**src/rtl/dlsc_uart_pkg.sv**
```systemverilog
// Shared definitions for the buffered UART transmitter: parity modes, FSM states
// and the ceiling-log2 helper used for counter and pointer widths.
package dlsc_uart_pkg;

  localparam logic [2:0] PAR_NONE  = 3'd0;
  localparam logic [2:0] PAR_ODD   = 3'd1;
  localparam logic [2:0] PAR_EVEN  = 3'd2;
  localparam logic [2:0] PAR_MARK  = 3'd3;
  localparam logic [2:0] PAR_SPACE = 3'd4;

  typedef enum logic [2:0] {
    ST_IDLE,
    ST_START,
    ST_DATA,
    ST_PARITY,
    ST_STOP,
    ST_HOLD,
    ST_BREAK
  } state_t;

  function automatic int clog2(input int value);
    int r;
    int v;
    r = 0;
    v = value - 1;
    while (v > 0) begin
      r = r + 1;
      v = v >> 1;
    end
    return r;
  endfunction

endpackage

```
**src/rtl/dlsc_uart_tx_fifo.sv**
```systemverilog
// Synchronous transmit FIFO with registered occupancy; a push while full is
// dropped even if a pop happens in the same cycle.
module dlsc_uart_tx_fifo
  import dlsc_uart_pkg::*;
#(
  parameter int DATA  = 8,
  parameter int DEPTH = 16
) (
  input  logic                        clk,
  input  logic                        rst_n,
  input  logic                        wr_en,
  input  logic [DATA-1:0]             wr_data,
  input  logic                        rd_en,
  output logic [DATA-1:0]             rd_data,
  output logic                        full,
  output logic                        empty,
  output logic [clog2(DEPTH+1)-1:0]   count
);

  localparam int AW = clog2(DEPTH);
  localparam int CW = clog2(DEPTH + 1);

  logic [DATA-1:0] mem [DEPTH];
  logic [AW-1:0]   wr_ptr;
  logic [AW-1:0]   rd_ptr;
  logic            push;
  logic            pop;

  assign full    = (count == CW'(DEPTH));
  assign empty   = (count == '0);
  assign push    = wr_en && !full;
  assign pop     = rd_en && !empty;
  assign rd_data = mem[rd_ptr];

  always_ff @(posedge clk) begin
    if (push) begin
      mem[wr_ptr] <= wr_data;
    end
  end

  always_ff @(posedge clk or negedge rst_n) begin
    if (!rst_n) begin
      wr_ptr <= '0;
      rd_ptr <= '0;
      count  <= '0;
    end else begin
      if (push) begin
        wr_ptr <= wr_ptr + AW'(1);
      end
      if (pop) begin
        rd_ptr <= rd_ptr + AW'(1);
      end
      if (push && !pop) begin
        count <= count + CW'(1);
      end else if (pop && !push) begin
        count <= count - CW'(1);
      end
    end
  end

endmodule

```
**src/rtl/dlsc_uart_tx_ext.sv**
```systemverilog
// Buffered UART transmitter with per-frame format, break generation and an
// RS-485 driver-enable hold after the last stop bit.
module dlsc_uart_tx_ext
  import dlsc_uart_pkg::*;
#(
  parameter int DATA       = 8,
  parameter int DEPTH      = 16,
  parameter int OVERSAMPLE = 16,
  parameter int HOLD       = 1
) (
  input  logic                      clk,
  input  logic                      rst_n,
  input  logic                      clk_en,
  input  logic [3:0]                cfg_bits,
  input  logic [2:0]                cfg_parity,
  input  logic                      cfg_stop2,
  input  logic                      cfg_break,
  input  logic                      valid,
  input  logic [DATA-1:0]           data,
  output logic                      ready,
  output logic [clog2(DEPTH+1)-1:0] count,
  output logic                      busy,
  output logic                      tx,
  output logic                      tx_en
);

  localparam int DW = (OVERSAMPLE > 1) ? clog2(OVERSAMPLE) : 1;

  logic [DW-1:0]   div;
  logic            tick;

  logic            fifo_full;
  logic            fifo_empty;
  logic            fifo_pop;
  logic [DATA-1:0] fifo_rd_data;

  state_t          state, state_d;
  logic            tx_q, tx_d;
  logic            tx_en_q, tx_en_d;
  logic [DATA-1:0] shift, shift_d;
  logic [3:0]      bit_idx, bit_idx_d;
  logic [3:0]      f_bits, f_bits_d;
  logic [2:0]      f_par, f_par_d;
  logic            f_stop2, f_stop2_d;
  logic            par_acc, par_acc_d;
  logic            stop_cnt, stop_cnt_d;
  logic [3:0]      hold_cnt, hold_cnt_d;

  logic [3:0]      bits_clamped;
  logic [2:0]      par_norm;
  logic            load;
  logic            brk;

  dlsc_uart_tx_fifo #(
    .DATA  (DATA),
    .DEPTH (DEPTH)
  ) u_fifo (
    .clk     (clk),
    .rst_n   (rst_n),
    .wr_en   (valid),
    .wr_data (data),
    .rd_en   (fifo_pop),
    .rd_data (fifo_rd_data),
    .full    (fifo_full),
    .empty   (fifo_empty),
    .count   (count)
  );

  assign ready = !fifo_full;
  assign busy  = (state != ST_IDLE);
  assign tx    = tx_q;
  assign tx_en = tx_en_q;
  assign tick  = clk_en && (div == DW'(OVERSAMPLE - 1));

  // Free-running divider so the bit grid never re-phases to a push.
  always_ff @(posedge clk or negedge rst_n) begin
    if (!rst_n) begin
      div <= '0;
    end else if (clk_en) begin
      div <= tick ? '0 : div + DW'(1);
    end
  end

  always_comb begin
    bits_clamped = cfg_bits;
    if (cfg_bits < 4'd5) begin
      bits_clamped = 4'd5;
    end else if (cfg_bits > 4'(DATA)) begin
      bits_clamped = 4'(DATA);
    end
    par_norm = (cfg_parity > PAR_SPACE) ? PAR_NONE : cfg_parity;
  end

  always_ff @(posedge clk or negedge rst_n) begin
    if (!rst_n) begin
      state    <= ST_IDLE;
      tx_q     <= 1'b1;
      tx_en_q  <= 1'b0;
      shift    <= '0;
      bit_idx  <= '0;
      f_bits   <= 4'd5;
      f_par    <= PAR_NONE;
      f_stop2  <= 1'b0;
      par_acc  <= 1'b0;
      stop_cnt <= 1'b0;
      hold_cnt <= '0;
    end else begin
      state    <= state_d;
      tx_q     <= tx_d;
      tx_en_q  <= tx_en_d;
      shift    <= shift_d;
      bit_idx  <= bit_idx_d;
      f_bits   <= f_bits_d;
      f_par    <= f_par_d;
      f_stop2  <= f_stop2_d;
      par_acc  <= par_acc_d;
      stop_cnt <= stop_cnt_d;
      hold_cnt <= hold_cnt_d;
    end
  end

  always_comb begin
    state_d    = state;
    tx_d       = tx_q;
    tx_en_d    = tx_en_q;
    shift_d    = shift;
    bit_idx_d  = bit_idx;
    f_bits_d   = f_bits;
    f_par_d    = f_par;
    f_stop2_d  = f_stop2;
    par_acc_d  = par_acc;
    stop_cnt_d = stop_cnt;
    hold_cnt_d = hold_cnt;
    fifo_pop   = 1'b0;
    load       = 1'b0;
    brk        = 1'b0;

    if (tick) begin
      case (state)
        ST_IDLE: begin
          if (cfg_break) begin
            brk = 1'b1;
          end else if (!fifo_empty) begin
            load = 1'b1;
          end else begin
            tx_d    = 1'b1;
            tx_en_d = 1'b0;
          end
        end
        ST_START: begin
          tx_d      = shift[0];
          par_acc_d = shift[0];
          shift_d   = shift >> 1;
          bit_idx_d = 4'd1;
          state_d   = ST_DATA;
        end
        ST_DATA: begin
          if (bit_idx < f_bits) begin
            tx_d      = shift[0];
            par_acc_d = par_acc ^ shift[0];
            shift_d   = shift >> 1;
            bit_idx_d = bit_idx + 4'd1;
          end else if (f_par != PAR_NONE) begin
            state_d = ST_PARITY;
            case (f_par)
              PAR_ODD:  tx_d = ~par_acc;
              PAR_EVEN: tx_d = par_acc;
              PAR_MARK: tx_d = 1'b1;
              default:  tx_d = 1'b0;
            endcase
          end else begin
            state_d    = ST_STOP;
            tx_d       = 1'b1;
            stop_cnt_d = 1'b0;
          end
        end
        ST_PARITY: begin
          state_d    = ST_STOP;
          tx_d       = 1'b1;
          stop_cnt_d = 1'b0;
        end
        ST_STOP: begin
          if (f_stop2 && !stop_cnt) begin
            stop_cnt_d = 1'b1;
          end else if (cfg_break) begin
            brk = 1'b1;
          end else if (!fifo_empty) begin
            load = 1'b1;
          end else if (HOLD > 0) begin
            state_d    = ST_HOLD;
            tx_d       = 1'b1;
            hold_cnt_d = 4'(HOLD - 1);
          end else begin
            state_d = ST_IDLE;
            tx_d    = 1'b1;
            tx_en_d = 1'b0;
          end
        end
        ST_HOLD: begin
          if (cfg_break) begin
            brk = 1'b1;
          end else if (!fifo_empty) begin
            load = 1'b1;
          end else if (hold_cnt == '0) begin
            state_d = ST_IDLE;
            tx_d    = 1'b1;
            tx_en_d = 1'b0;
          end else begin
            hold_cnt_d = hold_cnt - 4'd1;
          end
        end
        ST_BREAK: begin
          if (cfg_break) begin
            tx_d = 1'b0;
          end else begin
            state_d    = ST_STOP;
            tx_d       = 1'b1;
            stop_cnt_d = 1'b0;
            f_stop2_d  = cfg_stop2;
          end
        end
        default: begin
          state_d = ST_IDLE;
          tx_d    = 1'b1;
          tx_en_d = 1'b0;
        end
      endcase
    end

    // Format is captured at the pop so mid-frame config writes only hit the next frame.
    if (load) begin
      fifo_pop  = 1'b1;
      shift_d   = fifo_rd_data;
      f_bits_d  = bits_clamped;
      f_par_d   = par_norm;
      f_stop2_d = cfg_stop2;
      tx_d      = 1'b0;
      tx_en_d   = 1'b1;
      state_d   = ST_START;
    end
    if (brk) begin
      tx_d    = 1'b0;
      tx_en_d = 1'b1;
      state_d = ST_BREAK;
    end
  end

endmodule

```
**config.mk**
```make
export PLATFORM = sky130hd
export DESIGN_NAME = dlsc_uart_tx_ext
export DESIGN_NICKNAME = d
export VERILOG_FILES = /design/src/rtl/dlsc_uart_pkg.sv /design/src/rtl/dlsc_uart_tx_fifo.sv /design/src/rtl/dlsc_uart_tx_ext.sv
export SDC_FILE = /design/constraint.sdc
export NUM_CORES = 1
export LEC_CHECK = 0
export BUFFER_PORTS_ARGS = -buffer_cell sky130_fd_sc_hd__buf_2
export CELL_PAD_IN_SITES_DETAIL_PLACEMENT = 2
export CELL_PAD_IN_SITES_GLOBAL_PLACEMENT = 2
export CORE_MARGIN = 1
export CORE_UTILIZATION = 39
export CTS_BUF_LIST = sky130_fd_sc_hd__clkbuf_2
export CTS_CLUSTER_DIAMETER = 50
export DETAILED_ROUTE_END_ITERATION = 7
export PLACE_DENSITY = 0.71
export RECOVER_POWER = 25
export SLEW_MARGIN = 20
export SYNTH_ARGS = -nofsm -noshare
export SYNTH_HDL_FRONTEND = slang
export SYNTH_HIERARCHICAL = 1
export SYNTH_SLANG_ARGS = --single-unit
export TNS_END_PERCENT = 100
```
**constraint.sdc**
```tcl
create_clock -name clk -period 6.15 [get_ports clk]
set_clock_uncertainty 0.2 [all_clocks]
set_input_delay 1.23 -clock clk [delete_from_list [all_inputs] [get_ports clk]]
set_output_delay 1.23 -clock clk [all_outputs]
set_load 0.05 [all_outputs]
```
==> results.py <==
metrics = {
    "run_status": {
        "status": "finished clean",
    },
    "yosys": {
        "synthAdderAreaFrac": 0.0266,
        "syn_nets": 572,
        "syn_area_mm2": 0.00780,
        "synth_top_family_by_area": "multiplexers",
        "syn_inst": 535,
        "synth-seq-cells": 176,
        "synthMuxAreaShare": 0.0983,
        "synth_edf_count": 128,
        "synth-xor-area-share": 0.0157,
        "post_synth_num_cell_types": 65,
        "syn_area_per_cell_um2": 14.6,
        "yosys_warnings": 6,
        "synthSimpleGateAreaFrac": 0.0878,
        "ys_seq_area_frac": 0.647,
        "synthArstFlopShare": 0.273,
        "synth-main-ff-cell": "edfxtp_1",
        "synth-compound-area-share": 0.0928,
    },
    "floorplan": {
        "fp-row-count": 51,
        "start_util": 0.400,
        "fp.dieW_um": 143,
        "die_y_um": 143,
        "die_area_mm2": 0.0206,
        "core-area_mm2": 0.0195,
        "ios": 30,
    },
    "placed_design": {
        "io_buffer_count": 29,
        "postPlaceCellArea_mm2": 0.00815,
        "placed_cells": 810,
        "hpwl_um": 12700,
        "gp_congestion": 0.768,
    },
    "finish": {
        "design_area_mm2": 0.00837,
        "multi_input_area_mm2": 0.00251,
        "final_cells": 843,
        "ff_latch_area_mm2": 0.00505,
        "nFillCells": 1931,
        "area_delta_synth_final_pct": 7.20,
        "drive_above_1_share": 0.159,
        "nets": 601,
    },
    "setup_path": {
        "cp.required_ns": 6.63,
        "r2r_slack_ns": 1.65,
        "endpoint_kind": "flop",
        "worst-setup-path-type": "reg2reg",
        "arrival_ns": 4.98,
        "crit_fanout": 17,
        "start_kind": "flop",
    },
    "detailed_routing": {
        "post-route-drc-count": 0,
        "antenna_left": 0,
        "dr.pass1.iters": 4,
        "wl_um": 18700,
        "wl_per_cell_um": 22.2,
        "drt_iter0_drc": 243,
        "vias": 4651,
        "drt-vias-per-instance": 5.52,
    },
    "clock_network": {
        "cts_resized": 0,
        "cts_tree": "yes",
        "post_cts_buffers": 0,
        "clk_latency_ns": 0.74,
        "cts.sinks": 176,
        "cts_hold_buf": 0,
        "cts.htree.levels": 4,
        "numCtsBuffers": 17,
        "cts_buffer_depth": 2,
        "cts_root_buf": "clkbuf_2",
        "clkSlewWorstSetupHoldPaths_ns": 0.28,
    },
    "timing": {
        "min_period_ns": 4.50,
        "setup_viol": 0,
        "rsz0062_at_grt": "false",
        "worst_slew_pin_slew_ns": 1.08,
        "fin_setup_tns_ns": 0,
        "max_freq_mhz": 222,
        "slew_violations": 0,
        "finalCritPeriodShare": 0.732,
        "hold_violations": 0,
        "max_slew_margin": 0.276,
    },
    "worst_hold_path": {
        "hp-class": "reg2reg",
    },
    "job": {
        "cap_violations": 0,
    },
    "pwr": {
        "finalPower_w": 0.00313,
        "peakVddDrop_uv": 167,
        "power_density_mw_per_mm2": 374,
        "p_leak_nw": 2.98,
    },
    "global_routing": {
        "grt_pass1_vias": 5158,
        "grt_max_degree": 49,
        "antenna_found_initial": 1,
        "grt_pass1_wl_um": 29800,
        "grt_use_total": 0.198,
        "grt-ovfl-total": 0,
    },
}
-- cell usage after synthesis, types with 6 or more instances --
| library cell | n | share of area |
|---|---|---|
| a21oi_1 | 7 | 0.0045 |
| a221o_1 | 6 | 0.0077 |
| a221oi_1 | 18 | 0.020 |
| a22oi_1 | 9 | 0.0087 |
| and3_1 | 6 | 0.0048 |
| buf_2 | 6 | 0.0038 |
| buf_6 | 9 | 0.013 |
| clkbuf_1 | 6 | 0.0029 |
| dfrtp_1 | 45 | 0.14 |
| edfxtp_1 | 128 | 0.49 |
| ha_1 | 15 | 0.024 |
| inv_1 | 15 | 0.0072 |
| mux2i_1 | 35 | 0.045 |
| mux4_2 | 16 | 0.046 |
| nand2_1 | 46 | 0.022 |
| nor2_1 | 26 | 0.013 |
| nor3_1 | 8 | 0.0051 |
| o21ai_0 | 29 | 0.019 |
| xnor2_1 | 12 | 0.013 |
-- kinds of logic after synthesis --
| group | after synthesis |
|---|---|
| XOR/XNOR | 14 |
| AND/OR/NAND/NOR | 128 |
| buffers and inverters | 43 |
| flip-flops | 176 |
| adder cells (fa/ha/maj) | 16 |
| AO/OA/AOI/OAI | 102 |
| multiplexers | 56 |
-- layer usage --
| metal | share of wire | wire (um) | global-route usage |
|---|---|---|---|
| met1 | 0.46 | 8640 | 0.252 |
| met4 | 0.010 | 196 | 0.0493 |
| met5 | 0 | 0 | 0 |
| met2 | 0.51 | 9520 | 0.349 |
| met3 | 0.020 | 376 | 0.0350 |
-- state kept, by name, summed over array words and instances, names as in the netlist --
| register | cells |
|---|---|
| f_par | 3 |
| state | 3 |
| u_fifo/count | 5 |
| f_bits | 4 |
| u_fifo/rd_ptr | 4 |
| shift | 8 |
| hold_cnt | 4 |
| stop_cnt | 1 |
| u_fifo/mem | 128 |
| par_acc | 1 |
| f_stop2 | 1 |
| u_fifo/wr_ptr | 4 |
| tx_en | 1 |
| div | 4 |
| bit_idx | 4 |
| tx | 1 |
-- cell usage in the layout, fill, tap and decap left out, drive strengths merged, types with 5 or more instances in the layout --
master	Yosys	layout
mux4	16	16
nor2b	5	5
o21ai	32	32
mux2i	35	35
a21oi	7	7
a221o	6	6
and3	6	6
edfxtp	128	128
mux2	5	5
nand2	46	46
a22oi	9	9
dfrtp	45	45
xnor2	12	12
nor2	26	26
buf	19	28
nor3	8	8
a221oi	18	18
clkbuf	7	25
nand2b	5	5
ha	15	15
nand3b	5	5
or3	5	5
inv	16	26
-- report_power, final --
group,switching (W),internal (W),leakage (nW)
logic,0.000525,0.000359,1.08
registers,0.000194,0.00146,1.77
clock network,0.000458,0.000128,0.134
-- path summary, 6_finish.rpt --
check                                      from          endpoint  cells after the start
worst max-delay path            u_fifo/count[0]   u_fifo/count[4]                     14
worst min-delay path                  f_bits[0]         f_bits[0]                      2
worst max register to register  u_fifo/count[0]   u_fifo/count[4]                     14
worst min register to register        f_bits[0]         f_bits[0]                      2
max in group asynchronous                 rst_n  u_fifo/rd_ptr[0]                      2
min in group asynchronous                 rst_n        bit_idx[2]                      2
-- worst max-delay path, cell delays in order (launching register included) --
cell and delay [ns]:
dfrtp_1 0.53, or4_1 0.59, nor2_1 0.33, inv_1 0.20
nand3b_4 0.23, clkinv_1 0.45, o21a_1 0.33, inv_2 0.10
ha_1 0.17, inv_1 0.11, fa_1 0.42, a21o_1 0.20
a21oi_1 0.21, mux2i_1 0.24, xnor2_1 0.13
-- per-stage QoR --
stage	hold slack, ns	util	worst slack, ns
after floorplan	0.247	-	2.24
after global placement	0.275	0.417	1.72
after detailed placement	0.289	0.417	1.51
after CTS	0.305	0.429	1.58
after global routing	0.304	0.428	1.36
final	0.323	0.428	1.65
-- cell type report --
| type | instances | area share |
|---|---|---|
| diodes | 1 | 0.000299 |
| clock inverters | 15 | 0.0166 |
| inverters | 17 | 0.00763 |
| repair buffers | 36 | 0.0224 |
| well taps | 265 | 0.0396 |
| clock buffers | 17 | 0.0102 |
| flip-flops and latches | 176 | 0.604 |
| multi-input cells | 316 | 0.300 |
Note: power is estimated with default switching activity, not from simulation.
